### config.mk
export PLATFORM = sky130hd
export DESIGN_NAME = eda_scan_scheduler
export DESIGN_NICKNAME = d
export VERILOG_FILES = /design/src/rtl/eda_global_define.sv /design/src/rtl/eda_raster_ptr.sv /design/src/rtl/eda_scan_scheduler.sv
export SDC_FILE = /design/constraint.sdc
export NUM_CORES = 1
export LEC_CHECK = 0
export CAP_MARGIN = 20
export CORE_MARGIN = 1
export CORE_UTILIZATION = 46
export CTS_CLUSTER_DIAMETER = 30
export DETAILED_ROUTE_END_ITERATION = 8
export PLACE_DENSITY = 0.85
export REMOVE_ABC_BUFFERS = 1
export SYNTH_ARGS = -nofsm -noshare
export SYNTH_HDL_FRONTEND = slang
export SYNTH_HIERARCHICAL = 1
export SYNTH_SLANG_ARGS = --single-unit
### constraint.sdc
create_clock -name i_clk -period 2.7 [get_ports i_clk]
set_clock_uncertainty 0.15 [all_clocks]
set_input_delay 0.405 -clock i_clk [delete_from_list [all_inputs] [get_ports i_clk]]
set_output_delay 0.405 -clock i_clk [all_outputs]
set_load 0.005 [all_outputs]
### src/rtl/eda_global_define.sv
// Shared configuration and state encoding for the regional-max seed scheduler.
package eda_global_define;

  localparam int unsigned CFG_I_WIDTH    = 6;
  localparam int unsigned CFG_J_WIDTH    = 6;
  localparam int unsigned CFG_ADDR_WIDTH = 12;

  typedef enum logic [2:0] {
    SCAN_IDLE  = 3'd0,
    SCAN_FETCH = 3'd1,
    SCAN_WAIT  = 3'd2,
    SCAN_HOLD  = 3'd3,
    SCAN_DONE  = 3'd4
  } scan_state_e;

  typedef struct packed {
    logic rd_en;
    logic next_valid;
    logic busy;
    logic done;
  } scan_out_t;

  // Output flags as a pure function of the state they are registered alongside.
  function automatic scan_out_t scan_decode(input scan_state_e state);
    scan_out_t out;
    out            = '0;
    out.rd_en      = (state == SCAN_FETCH);
    out.next_valid = (state == SCAN_HOLD);
    out.busy       = (state == SCAN_FETCH) || (state == SCAN_WAIT) || (state == SCAN_HOLD);
    out.done       = (state == SCAN_DONE);
    return out;
  endfunction

endpackage

### src/rtl/eda_raster_ptr.sv
// Row-major raster pointer: steps col then row, flags the last pixel and never wraps past it.
module eda_raster_ptr
  import eda_global_define::*;
#(
  parameter int unsigned I_WIDTH = CFG_I_WIDTH,
  parameter int unsigned J_WIDTH = CFG_J_WIDTH
) (
  input  logic               i_clk,
  input  logic               i_reset,
  input  logic               i_clear,
  input  logic               i_step,
  input  logic [I_WIDTH:0]   i_num_rows,
  input  logic [J_WIDTH:0]   i_num_cols,
  output logic [I_WIDTH-1:0] o_row,
  output logic [J_WIDTH-1:0] o_col,
  output logic               o_is_last
);

  logic [I_WIDTH-1:0] r_row;
  logic [J_WIDTH-1:0] r_col;
  logic [I_WIDTH:0]   w_row_inc;
  logic [J_WIDTH:0]   w_col_inc;
  logic               w_col_wrap;

  // One extra bit so a full-width dimension (e.g. 64) compares correctly.
  assign w_row_inc  = {1'b0, r_row} + {{I_WIDTH{1'b0}}, 1'b1};
  assign w_col_inc  = {1'b0, r_col} + {{J_WIDTH{1'b0}}, 1'b1};
  assign w_col_wrap = (w_col_inc == i_num_cols);
  assign o_is_last  = w_col_wrap && (w_row_inc == i_num_rows);

  always_ff @(posedge i_clk) begin
    if (i_reset || i_clear) begin
      r_row <= '0;
      r_col <= '0;
    end else if (i_step && !o_is_last) begin
      if (w_col_wrap) begin
        r_col <= '0;
        r_row <= w_row_inc[I_WIDTH-1:0];
      end else begin
        r_col <= w_col_inc[J_WIDTH-1:0];
      end
    end
  end

  assign o_row = r_row;
  assign o_col = r_col;

endmodule

### src/rtl/eda_scan_scheduler.sv
// Raster-scan seed scheduler: presents the next unvisited pixel to the region controller.
module eda_scan_scheduler
  import eda_global_define::*;
#(
  parameter int unsigned I_WIDTH    = CFG_I_WIDTH,
  parameter int unsigned J_WIDTH    = CFG_J_WIDTH,
  parameter int unsigned ADDR_WIDTH = CFG_ADDR_WIDTH
) (
  input  logic                  i_clk,
  input  logic                  i_reset,
  input  logic                  i_start,
  input  logic [I_WIDTH:0]      i_num_rows,
  input  logic [J_WIDTH:0]      i_num_cols,
  input  logic                  i_advance,
  output logic                  o_vis_rd_en,
  output logic [ADDR_WIDTH-1:0] o_vis_rd_addr,
  input  logic                  i_vis_rd_data,
  output logic [I_WIDTH-1:0]    o_next_row,
  output logic [J_WIDTH-1:0]    o_next_col,
  output logic                  o_next_valid,
  output logic                  o_iterated_all,
  output logic [ADDR_WIDTH:0]   o_seed_count,
  output logic                  o_busy
);

  scan_state_e         r_state;
  scan_state_e         w_state_d;
  scan_out_t           r_out;
  logic [I_WIDTH:0]    r_num_rows;
  logic [J_WIDTH:0]    r_num_cols;
  logic [ADDR_WIDTH:0] r_seed_count;
  logic [I_WIDTH-1:0]  r_next_row;
  logic [J_WIDTH-1:0]  r_next_col;
  logic [I_WIDTH-1:0]  w_row;
  logic [J_WIDTH-1:0]  w_col;
  logic                w_is_last;
  logic                w_step;
  logic                w_found;
  logic                w_consume;

  assign w_found   = !i_start && (r_state == SCAN_WAIT) && !i_vis_rd_data;
  assign w_consume = !i_start && (r_state == SCAN_HOLD) && i_advance;
  assign w_step    = w_consume || (!i_start && (r_state == SCAN_WAIT) && i_vis_rd_data);

  eda_raster_ptr #(
    .I_WIDTH (I_WIDTH),
    .J_WIDTH (J_WIDTH)
  ) u_ptr (
    .i_clk      (i_clk),
    .i_reset    (i_reset),
    .i_clear    (i_start),
    .i_step     (w_step),
    .i_num_rows (r_num_rows),
    .i_num_cols (r_num_cols),
    .o_row      (w_row),
    .o_col      (w_col),
    .o_is_last  (w_is_last)
  );

  always_comb begin
    w_state_d = r_state;
    unique case (r_state)
      SCAN_FETCH: w_state_d = SCAN_WAIT;
      SCAN_WAIT: begin
        if (i_vis_rd_data) w_state_d = w_is_last ? SCAN_DONE : SCAN_FETCH;
        else               w_state_d = SCAN_HOLD;
      end
      SCAN_HOLD: begin
        if (i_advance) w_state_d = w_is_last ? SCAN_DONE : SCAN_FETCH;
      end
      default: w_state_d = r_state;
    endcase
    // start aborts whatever is in flight and wins over advance.
    if (i_start) begin
      w_state_d = ((i_num_rows == '0) || (i_num_cols == '0)) ? SCAN_DONE : SCAN_FETCH;
    end
  end

  always_ff @(posedge i_clk) begin
    if (i_reset) begin
      r_state      <= SCAN_IDLE;
      r_out        <= '0;
      r_num_rows   <= '0;
      r_num_cols   <= '0;
      r_seed_count <= '0;
      r_next_row   <= '0;
      r_next_col   <= '0;
    end else begin
      r_state <= w_state_d;
      r_out   <= scan_decode(w_state_d);
      if (i_start) begin
        r_num_rows   <= i_num_rows;
        r_num_cols   <= i_num_cols;
        r_seed_count <= '0;
      end else if (w_consume) begin
        r_seed_count <= r_seed_count + (ADDR_WIDTH + 1)'(1);
      end
      if (w_found) begin
        r_next_row <= w_row;
        r_next_col <= w_col;
      end
    end
  end

  assign o_vis_rd_en    = r_out.rd_en;
  assign o_vis_rd_addr  = {w_row, w_col};
  assign o_next_row     = r_next_row;
  assign o_next_col     = r_next_col;
  assign o_next_valid   = r_out.next_valid;
  assign o_iterated_all = r_out.done;
  assign o_seed_count   = r_seed_count;
  assign o_busy         = r_out.busy;

endmodule

==> summary.md <==
| Metric | Value |
|---|---|
| Outcome | `finished clean` |
| Hold Path Cell Cnt | `2` |
| H-tree levels | `3` |
| Post-synthesis mux area share | `0.0649` |
| TNS Setup | `0 ns` |
| Reg2reg path depth | `8` |
| RSZ-0062 raised after global routing | `true` |
| Post-layout min period | `~2.7 ns` |
| Worst path slowest cell | `or4_1` |
| Fraction of layout cells with a size suffix above 1 | `0.182` |
| Post-DR wirelength/cell | `roughly 15 um` |
| Core area | `a little over 6000 um2` |
| Seq/Total Area, Yosys | `0.394` |
| Sequential share of power | `0.445` |
| Vias per inst | `5.66` |
| Xor/xnor cell area share of the yosys netlist | `0.0683` |
| Final worst path period share | `0.998` |
| Post-synthesis simple-gate area fraction | `0.269` |
| PwrDens | `around 490 nW/um2` |
| Clock power frac | `0.469` |
| Max Slew Vio Count | `0` |
| Power consumption | `~2 mW` |
| Pre-Repair DR Iteration Count | `5` |
| Initial DRC Count | `roughly 170` |
| Detail Placement HPWL | `approximately 5200 um` |
| Switching Share | `0.223` |
| Yosys top cell area share | `0.394` |
| Req. time, crit path | `2.77 ns` |
| CTS Hold Bufs | `0` |
| Synth Area in Compound Gates | `0.137` |
| Leading area contributor after synthesis | `dfxtp_1` |
| Synth warnings | `6` |
| # fillers | `469` |
| Max_slew headroom | `0.608` |
| Worst path cell trace | `clkdlybuf4s50_1, or3b_4, nor2_1, inv_1, or4_1, buf_4, o31ai_1, a21oi_2` |
| CP endpoint kind | `flip-flop` |
| Via count | `between 2000 and 3000` |
| Max Freq | `around 0.37 GHz` |
| P_int | `between 1.5 and 2 mW` |
| CTS buffer count | `9` |
| Boundary Pins | `60` |
| CTS root buffer | `clkbuf_8` |
| Final hold slack | `0.302 ns` |
| Nets | `between 400 and 500` |
| Leak | `between 1.5 and 2 nW` |
| Worst-Margin Slew | `0.585 ns` |
| Clock latency on the worst-skew pair | `0.34 ns` |
| CTS tree | `built` |
| Die W | `82.1 um` |
| Max cap viols | `0` |
| ANT nets after route | `0` |
| Largest family of logic cells by synthesized area | `simple AND/OR/NAND/NOR gates` |
| IO Port Bufs | `between 50 and 60` |
| Asr flop ratio synth | `0` |
| Post-layout util | `0.667` |
| Worst vdd ir | `a little over 300 uV` |
| Die ar. | `6740 um2` |
| Hold WC Path Type | `flip-flop to flip-flop` |
| CP peak stage delay | `0.60 ns` |
| Mean Syn Cell Area | `about 8.6 um2` |
| Yosys reg bits | `58` |
| Syn Inst Count | `between 300 and 400` |
| Synth area leaders | `dfxtp_1 39%, mux2i_1 6.1%, nand2_1 5.3%` |
| Routed WL | `approximately 7600 um` |
| CP top delay family | `simple AND/OR/NAND/NOR gates` |
| Finish-stage setup viols | `0` |
| Post-synth EDFFs | `0` |
| Psw | `0.446 mW` |
| GRT Residual Overflow | `0` |
| CP max FO | `5` |
| Placement Setup Slack | `-0.197 ns` |
| Layout area overhead | `37.0%` |
| Comb pwr share | `0.086` |
| Final antenna diode count | `0` |
| Initial Util | `0.487` |
| Post-route DRC | `0` |
| Synth unique cells | `56` |
| Vias in the first global route | `2587` |
| Total track usage | `0.238` |
| Setup ws final | `between 0.005 and 0.006 ns` |
| Routability Congestion | `between 0.8 and 0.9` |
| Final Hold Viols | `0` |
| First-pass GRT wire length | `about 12000 um` |
| Num Clock Sinks | `slightly below 60` |
| Most frequent cell after synthesis | `dfxtp_1` |
| CP bufs+invs | `3` |
| Dominant synthesized flop cell | `dfxtp_1` |
| Number of stages on the worst setup path | `8` |
| Initial antenna violation count | `0` |
| Setup crit start kind | `input pin` |
| Mapped Area | `slightly below 3000 um2` |
| Crit Path Category | `input pin to flip-flop` |
| CTS max path bufs | `2` |
| Critical Path AT | `approximately 2.8 ns` |
| Std-Cell Rows | `28` |
| Top cells by count, synth | `58 x dfxtp_1, 42 x nand2_1, 34 x nor2_1, 25 x a21oi_1, 18 x mux2i_1` |
| Adder-cell share of the synthesized area | `0.0127` |
| Largest net degree at the start of global routing | `33` |
| Clk slew on worst S/H paths | `0.06 ns` |
| Die height | `around 80 um` |
==> worst reg2reg max path, stage by stage (launching register included) <==
cell,delay (ns)
dfxtp_1,0.34
ha_2,0.27
nand3_1,0.16
o21ai_0,0.22
o21ai_1,0.18
or4_1,0.61
buf_4,0.19
o31ai_1,0.34
a21oi_2,0.10
==> logic make-up (layout without fill, tap and decap cells) <==
kind of cell / Yosys count / in the layout
compound gates: 62 / 62
xor+xnor: 23 / 23
mux: 19 / 19
simple gates: 148 / 148
buf+inv: 30 / 115
flops: 58 / 58
fa+ha+maj: 3 / 3
==> timing repair <==
action                     CTS  global route
resized for setup            8            12
pin swaps                    3             5
setup endpoints to repair    3            15
buffers inserted             5             1
==> area by class of cell <==
type | count | area (um2) | area share
multi-input combinational | 255 | 1690 | 0.419
sequential | 58 | 1170 | 0.289
timing repair buffer | 88 | 808 | 0.200
clock buffer | 12 | 165 | 0.0409
tap | 75 | 93.8 | 0.0232
clock inverter | 4 | 72.6 | 0.0180
inverter | 11 | 41.3 | 0.0102
==> worst paths after layout <==
check	from	endpoint	slack (ns)
max	i_start	u_ptr/o_row[4]	0.006
min	o_next_row[3]	o_next_row[3]	0.30
max reg2reg	u_ptr/o_col[0]	u_ptr/o_row[4]	0.03
min reg2reg	o_next_row[3]	o_next_row[3]	0.30
==> through the flow <==
stage	instance area, um2	instances
2_1_floorplan	2830	324
3_3_place_gp	3690	481
3_5_place_dp	3690	481
4_1_cts	3990	502
5_1_grt	4040	503
6_report	4040	503
==> cell usage in the layout (no fill, tap or decap), types with 3 or more instances in the layout <==
cell type and n:
a21o_1 3, a21oi_1 22, a21oi_2 3, and3_1 3, buf_4 29, clkbuf_8 12
clkdlybuf4s50_1 59, dfxtp_1 53, dfxtp_2 5, inv_1 11, mux2i_1 18, nand2_1 42
nand3_1 10, nand3b_1 3, nand4_1 7, nor2_1 34, nor3_1 11, nor4_1 5
o21ai_0 8, o2bb2ai_1 4, o31ai_1 3, or2_2 3, or3_1 5, xnor2_1 13
xor2_1 10
==> power groups by stage <==
stage / logic [mW] / clock network [mW] / registers, mW
after CTS: 0.165 / 0.945 / 0.889
final: 0.172 / 0.938 / 0.889
after global placement: 0.148 / 0 / 0.906
after detailed placement: 0.153 / 0 / 0.907
after floorplan: 0.0685 / 0 / 0.908
after global routing: 0.184 / 0.987 / 0.890
==> state kept, by name, indices dropped and copies added, names as in the netlist <==
register,count
r_num_rows,7
o_seed_count,13
o_next_row,6
u_ptr/o_row,6
o_next_col,6
r_state,3
o_iterated_all,1
u_ptr/o_col,6
o_next_valid,1
r_num_cols,7
o_vis_rd_en,1
o_busy,1
==> routing by layer <==
metal	share of wire	GRT usage	vias to the layer above	routed length [um]
met5	0	0	-	0
met2	0.49	0.390	117	3720
met3	0.062	0.0544	15	473
met1	0.43	0.285	1339	3260
met4	0.025	0.133	0	190
li1	-	-	1377	-
Power figures use the tool's default switching activity.
